--- src/rtl/uart_rx_sampler.sv ---
// 8N1 UART receiver: double-flop synchronises rx_serial, samples each bit at mid-period,
// and reports good bytes (rx_valid) or stop-bit errors (frame_err) as one-cycle strobes.
module uart_rx_sampler #(
   parameter int CLKS_PER_BIT = 434,
   parameter int CNT_W        = 16
) (
   input  logic       clk,
   input  logic       reset,
   input  logic       rx_serial,
   output logic [7:0] rx_data,
   output logic       rx_valid,
   output logic       frame_err,
   output logic       busy,
   output logic [7:0] rx_count
);

   localparam logic [CNT_W-1:0] HalfM1 = CNT_W'(CLKS_PER_BIT / 2 - 1);
   localparam logic [CNT_W-1:0] BitM1  = CNT_W'(CLKS_PER_BIT - 1);

   typedef enum logic [2:0] {
      IDLE,
      START,
      DATA,
      STOP,
      WAIT_HIGH
   } state_t;

   state_t           state_q, state_d;
   logic [CNT_W-1:0] cnt_q, cnt_d;
   logic [2:0]       bitIdx_q, bitIdx_d;
   logic [7:0]       shift_q, shift_d;
   logic [7:0]       data_q, data_d;
   logic [7:0]       count_q, count_d;
   logic             valid_q, valid_d;
   logic             ferr_q, ferr_d;
   logic             rxMeta_q, rxSync_q;
   logic             rxS;

   // Both sync flops reset high so an idle line never looks like a start bit.
   always_ff @(posedge clk) begin
      if (reset) begin
         rxMeta_q <= 1'b1;
         rxSync_q <= 1'b1;
      end else begin
         rxMeta_q <= rx_serial;
         rxSync_q <= rxMeta_q;
      end
   end

   assign rxS = rxSync_q;

   always_ff @(posedge clk) begin
      if (reset) begin
         state_q  <= IDLE;
         cnt_q    <= '0;
         bitIdx_q <= '0;
         shift_q  <= '0;
         data_q   <= '0;
         count_q  <= '0;
         valid_q  <= 1'b0;
         ferr_q   <= 1'b0;
      end else begin
         state_q  <= state_d;
         cnt_q    <= cnt_d;
         bitIdx_q <= bitIdx_d;
         shift_q  <= shift_d;
         data_q   <= data_d;
         count_q  <= count_d;
         valid_q  <= valid_d;
         ferr_q   <= ferr_d;
      end
   end

   always_comb begin
      state_d  = state_q;
      cnt_d    = cnt_q;
      bitIdx_d = bitIdx_q;
      shift_d  = shift_q;
      data_d   = data_q;
      count_d  = count_q;
      valid_d  = 1'b0;
      ferr_d   = 1'b0;
      case (state_q)
         IDLE: begin
            cnt_d = '0;
            if (!rxS) state_d = START;
         end
         START: begin
            if (cnt_q == HalfM1) begin
               cnt_d = '0;
               if (!rxS) begin
                  state_d  = DATA;
                  bitIdx_d = '0;
               end else begin
                  state_d = IDLE;
               end
            end else begin
               cnt_d = cnt_q + CNT_W'(1);
            end
         end
         DATA: begin
            if (cnt_q == BitM1) begin
               cnt_d             = '0;
               shift_d[bitIdx_q] = rxS;
               if (bitIdx_q == 3'd7) state_d = STOP;
               else                  bitIdx_d = bitIdx_q + 3'd1;
            end else begin
               cnt_d = cnt_q + CNT_W'(1);
            end
         end
         STOP: begin
            // Leaving at mid-stop-bit leaves half a bit to catch a zero-gap next start.
            if (cnt_q == BitM1) begin
               cnt_d = '0;
               if (rxS) begin
                  data_d  = shift_q;
                  valid_d = 1'b1;
                  count_d = count_q + 8'd1;
                  state_d = IDLE;
               end else begin
                  ferr_d  = 1'b1;
                  state_d = WAIT_HIGH;
               end
            end else begin
               cnt_d = cnt_q + CNT_W'(1);
            end
         end
         WAIT_HIGH: begin
            cnt_d = '0;
            if (rxS) state_d = IDLE;
         end
         default: begin
            state_d = IDLE;
            cnt_d   = '0;
         end
      endcase
   end

   assign rx_data   = data_q;
   assign rx_valid  = valid_q;
   assign frame_err = ferr_q;
   assign rx_count  = count_q;
   assign busy      = (state_q != IDLE);

endmodule

--- config.mk ---
export PLATFORM = sky130hd
export DESIGN_NAME = uart_rx_sampler
export DESIGN_NICKNAME = d
export VERILOG_FILES = /design/src/rtl/uart_rx_sampler.sv
export SDC_FILE = /design/constraint.sdc
export NUM_CORES = 1
export LEC_CHECK = 0
export ABC_AREA = 1
export BUFFER_PORTS_ARGS = -buffer_cell sky130_fd_sc_hd__buf_2
export CAP_MARGIN = 20
export CELL_PAD_IN_SITES_DETAIL_PLACEMENT = 1
export CELL_PAD_IN_SITES_GLOBAL_PLACEMENT = 1
export CORE_MARGIN = 1.5
export CORE_UTILIZATION = 42
export DETAILED_ROUTE_END_ITERATION = 6
export PLACE_DENSITY = 0.76
export SETUP_SLACK_MARGIN = 0.5
export SLEW_MARGIN = 30
export SYNTH_ARGS = -nofsm -noshare
export SYNTH_HDL_FRONTEND = slang
export SYNTH_SLANG_ARGS = --single-unit
--- constraint.sdc ---
create_clock -name clk -period 1.9 [get_ports clk]
set_input_delay 0.095 -clock clk [delete_from_list [all_inputs] [get_ports clk]]
set_output_delay 0.095 -clock clk [all_outputs]
set_load 0.05 [all_outputs]
Word level (Yosys, flattened, before mapping)
Cells that the tools add are included.
{"block": "op_classes", "n_addsub": 3, "multipliers": 0, "div": 0, "magnitude_cmp": 2, "n_eq_ne": 15, "n_shift": 0, "n_mux": 22, "bitwise": 2, "n_reduce_logical": 10}
{"op": "3-bit two-way mux", "n": 11}
{"op": "16-bit two-way mux", "n": 2}
{"op": "16-bit one-hot mux with 2 select lines", "n": 1}
{"op": "16-bit by 1-bit adder with 16-bit output (second input constant)", "n": 1}
{"op": "16-bit by 8-bit == test with 1-bit output (second input constant)", "n": 1}
{"op": "16-bit by 9-bit == test with 1-bit output (second input constant)", "n": 1}
{"op": "2-bit != test (second input constant)", "n": 8}
{"op": "3-bit one-hot mux with 5 select lines", "n": 1}
{"op": "8-bit by 1-bit adder with 8-bit output (second input constant)", "n": 1}
{"op": "8-bit bitwise mux", "n": 1}
{"op": "3-bit by 2-bit == test with 1-bit output (second input constant)", "n": 2}
{"op": "3-bit == test (second input constant)", "n": 2}
{"op": "3-bit one-hot mux with 2 select lines", "n": 1}
{"op": "6-bit AND reduction", "n": 1}
{"op": "5-bit AND reduction", "n": 1}
{"op": "3-bit by 4-bit less-than comparator with 1-bit output (second input constant)", "n": 1}
{"op": "3-bit by 1-bit adder with 3-bit output (second input constant)", "n": 1}
{"op": "1-bit demux with 3-bit select", "n": 1}
{"op": "3-bit by 1-bit == test with 1-bit output (second input constant)", "n": 1}
{"op": "3-bit by 1-bit greater-or-equal comparator with 1-bit output (second input constant)", "n": 1}
{"op": "3-bit zero test", "n": 1}
{"op": "1-bit two-way mux", "n": 3}
{"op": "3-bit AND reduction", "n": 1}
{"op": "3-bit nonzero test", "n": 1}
{"op": "other kinds (7)", "n": 8}
{"block": "word_totals", "register_bits": 50, "latchBits": 0, "ram_bits": 0, "romBits": 0, "elab_cells": 64, "memories": 0}

Depth between registers and ports, before layout
{"block": "logic_depth", "word_depth": 5, "depth_mapped": 13}

Least setup slack after synthesis
No wires, ideal clock.
{"block": "synth_timing", "kind": "flip-flop to flip-flop", "start": "register count_q[0], in the netlist rx_count[0]", "end": "register count_q[6], in the netlist rx_count[6]", "arrival_time_ns": 1.471, "t_required_ns": 1.768, "slack_ns": 0.298, "path_stages_with_launch": 8, "n_path_buf": 0, "path_cell_list": "dfxtp_1 ha_1 nand3_1 inv_1 nand3_1 xnor2_1 nand2_1 a21oi_1"}
{"block": "synth_via", "elab_chain_len": 1}
{"element": "start: declaration", "line": "33", "source": "logic [7:0] count_q, count_d;"}
{"element": "start signal: assignment", "line": "68", "source": "count_q <= count_d;"}
{"element": "8-bit by 1-bit adder with 8-bit output", "line": "118", "source": "count_d = count_q + 8'd1;"}
No other way between the ends.
A chain may end at the register's enable or synchronous reset.

Final worst setup path
{"block": "layout_timing", "start": "register cnt_q[1]", "end": "register data_q[5], in the netlist rx_data[5]"}
{"block": "layout_via", "elab_chain_len": 2}
{"element": "start: declaration", "line": "29", "source": "logic [CNT_W-1:0] cnt_q, cnt_d;"}
{"element": "start signal: assignment", "line": "64", "source": "cnt_q <= cnt_d;"}
{"element": "16-bit by 9-bit == test with 1-bit output", "line": "113", "source": "if (cnt_q == BitM1) begin"}
{"element": "3-bit AND reduction (no source line)"}
{"element": "end signal: assignment", "line": "67", "source": "data_q <= data_d;"}
{"element": "end: declaration", "line": "32", "source": "logic [7:0] data_q, data_d;"}
No other way between the ends.

==> results.json <==
{
  "overflow": 0,
  "syn_inst": 359,
  "area_growth_pct": 38.0,
  "p_leak_nw": 1.45,
  "finalClockSkew_ps": 6.48,
  "layout_common_cells": "nand2_1 (71), nor2_1 (64), dfxtp_1 (34), inv_1 (27), buf_2 (21)",
  "drv_slew": 0,
  "clk_latency_ps": 310,
  "detail-route-antenna-nets": 0,
  "antenna_found_initial": 0,
  "tns_ps": 0,
  "ys_ff_latch": 50,
  "start_util_pct": 43.8,
  "hpwlAfterDp_mm": 4.34,
  "setup_ws_ps": 103,
  "top_level_ports": 22,
  "avgSynthCellArea_sq_um": 6.76,
  "min_path_type": "in2reg",
  "wl_per_cell_um": 17.3,
  "hold_depth": 2,
  "fin_crit_ps": 1800,
  "multi_input_area_sq_um": 1540,
  "gp_congestion": 0.757,
  "worstPathCellList": "inv_2, ha_4, inv_2, nor2_2, nand2_1, nor2_1, nand2_2, nor3_4, buf_6, o21ai_0, nor2_1",
  "wl_mm": 8.33,
  "hold_slack_ps": 152,
  "critPathMaxStageDelay_ps": 340,
  "yosysSeqAreaShare_pct": 41.3,
  "clk_pin_slew_ps": 90,
  "syn-cell-area_sq_um": 2430,
  "drive_above_1_share_pct": 34.7,
  "power.total_mw": 2.63,
  "row_count": 27,
  "die_h_um": 79,
  "critPathMaxFanout": 8,
  "ys_warn_count": 0,
  "drc": 0,
  "cts-buffers-inserted": 5,
  "die_w_um": 79,
  "coreArea_sq_um": 5540,
  "dieArea_sq_um": 6240,
  "fin_nets": 417,
  "routed_via_density": 5.39,
  "mostFrequentLayoutCell": "nand2_1",
  "cp.required_ps": 2140,
  "cts_sinks": 50,
  "firstDrtPassIters": 4,
  "grt_use_total_pct": 22.5,
  "worst_ep_arrival_time_ps": 2030,
  "end_kind": "register",
  "run_status": "completed",
  "antenna_cells": 0,
  "place_area_sq_um": 2660,
  "relSlewSlack_pct": 55.9,
  "fin_cells": 481,
  "dpl.cell_count": 449,
  "finalCritPeriodShare_pct": 94.6,
  "powerDensity_nw_per_um2": 787,
  "via_count": 2591,
  "final-seq-area_sq_um": 1030,
  "finalHoldViolations": 0,
  "portBuffers": 21,
  "dp_slack_ps": 202,
  "grt_max_degree": 22,
  "max-vdd-ir-drop_mv": 0.529,
  "maxCapViolations": 0,
  "htreeDepth": 2,
  "rsz0062_at_grt": "yes",
  "drt_iter0_markers": 147,
  "grt_pass1_vias": 2348,
  "final_cell_area_sq_um": 3350,
  "ys_types": 25,
  "start_kind": "register",
  "fillers": 714,
  "root_buffer": "clkbuf_8",
  "clockBufferDepth": 2,
  "crit_type": "reg2reg",
  "cpMaxStageDelayCell": "dfxtp_2",
  "setup_viol": 0,
  "synthesis.nets": 368,
  "reg2regPathDepth": 11,
  "utilization_pct": 60.4,
  "tightest_slew_ps": 661,
  "tritoncts": "yes",
  "grt_pass1_wl_mm": 11.2,
  "max_freq_ghz": 0.557
}
-- per-layer routing --
| metal | up-vias | wire [um] | share of wire (%) | track usage, % |
|---|---|---|---|---|
| li1 | 1229 | - | - | - |
| met1 | 1281 | 3760 | 45 | 31.2 |
| met2 | 67 | 4160 | 50 | 36.3 |
| met3 | 14 | 277 | 3.3 | 3.33 |
| met4 | 0 | 134 | 1.6 | 5.96 |
| met5 | - | 0 | 0 | 0 |
-- layout make-up --
cell class,instances,share of cell area (%)
inverters,34,4.00
well taps,72,2.69
multi-input cells,266,46.0
clock inverters,3,2.06
clock buffers,5,2.06
repair buffers,51,12.6
flip-flops and latches,50,30.6
-- worst paths after layout --
check / from / to / slack (ps)
worst min register to register: rxMeta_q / rxS / 430
worst max-delay path: cnt_q[1] / rx_data[5] / 100
worst min-delay path: reset / bitIdx_q[2] / 150
worst max register to register: cnt_q[1] / rx_data[5] / 100
-- cells by family (layout without fill, tap and decap cells) --
logic type	after synthesis	count (layout)	synth area share, %
flip-flops	50	50	41.3
AND/OR/NAND/NOR	217	217	37.3
buffers and inverters	43	93	7.37
XOR/XNOR	13	13	4.69
AO/OA/AOI/OAI	30	30	6.29
adder cells (fa/ha/maj)	6	6	3.09
-- synth_stat cells, drive strengths merged --
| master | n | share of area, % |
|---|---|---|
| nand2 | 85 | 13 |
| o21ai | 14 | 2.9 |
| xor2 | 5 | 1.8 |
| a21oi | 15 | 3.1 |
| or2 | 2 | 0.52 |
| dfxtp | 50 | 41 |
| nand3 | 24 | 5.0 |
| nor3 | 13 | 3.1 |
| inv | 33 | 5.1 |
| o21bai | 1 | 0.31 |
| nor2 | 87 | 14 |
| nor4 | 2 | 0.52 |
| xnor2 | 8 | 2.9 |
| ha | 6 | 3.1 |
| clkinv | 1 | 0.15 |
| nand4 | 4 | 1.0 |
| buf | 7 | 1.8 |
| clkbuf | 2 | 0.31 |
-- report_power, final --
group	internal [mW]	leakage (nW)	switching [mW]
sequential	1.07	0.412	0.0352
combinational	0.228	0.971	0.393
clock	0.528	0.0683	0.381
-- repair_timing --
item,4_1_cts,5_1_grt
pin swaps,8,24
endpoints found under the hold margin,1,0
setup buffers,7,14
cloned,1,1
endpoints found under the setup margin,45,46
gates resized for setup,37,68
hold buffers,1,0
-- state kept, by name, indices dropped and copies added (netlist names) --
signal / cells
bitIdx_q: 3
cnt_q: 16
frame_err: 1
rxMeta_q: 1
rxS: 1
rx_count: 8
rx_data: 8
rx_valid: 1
shift_q: 8
state_q: 3
-- worst max-delay path: cells and delay by family, from the launching register on --
family,cells,cell delay (ps)
buffers and inverters,3,270
DFF,1,340
AOI/OAI and AO/OA,1,90
adders and majority gates,1,130
and+or+nand+nor,6,880
Power figures use the tool's default switching activity.
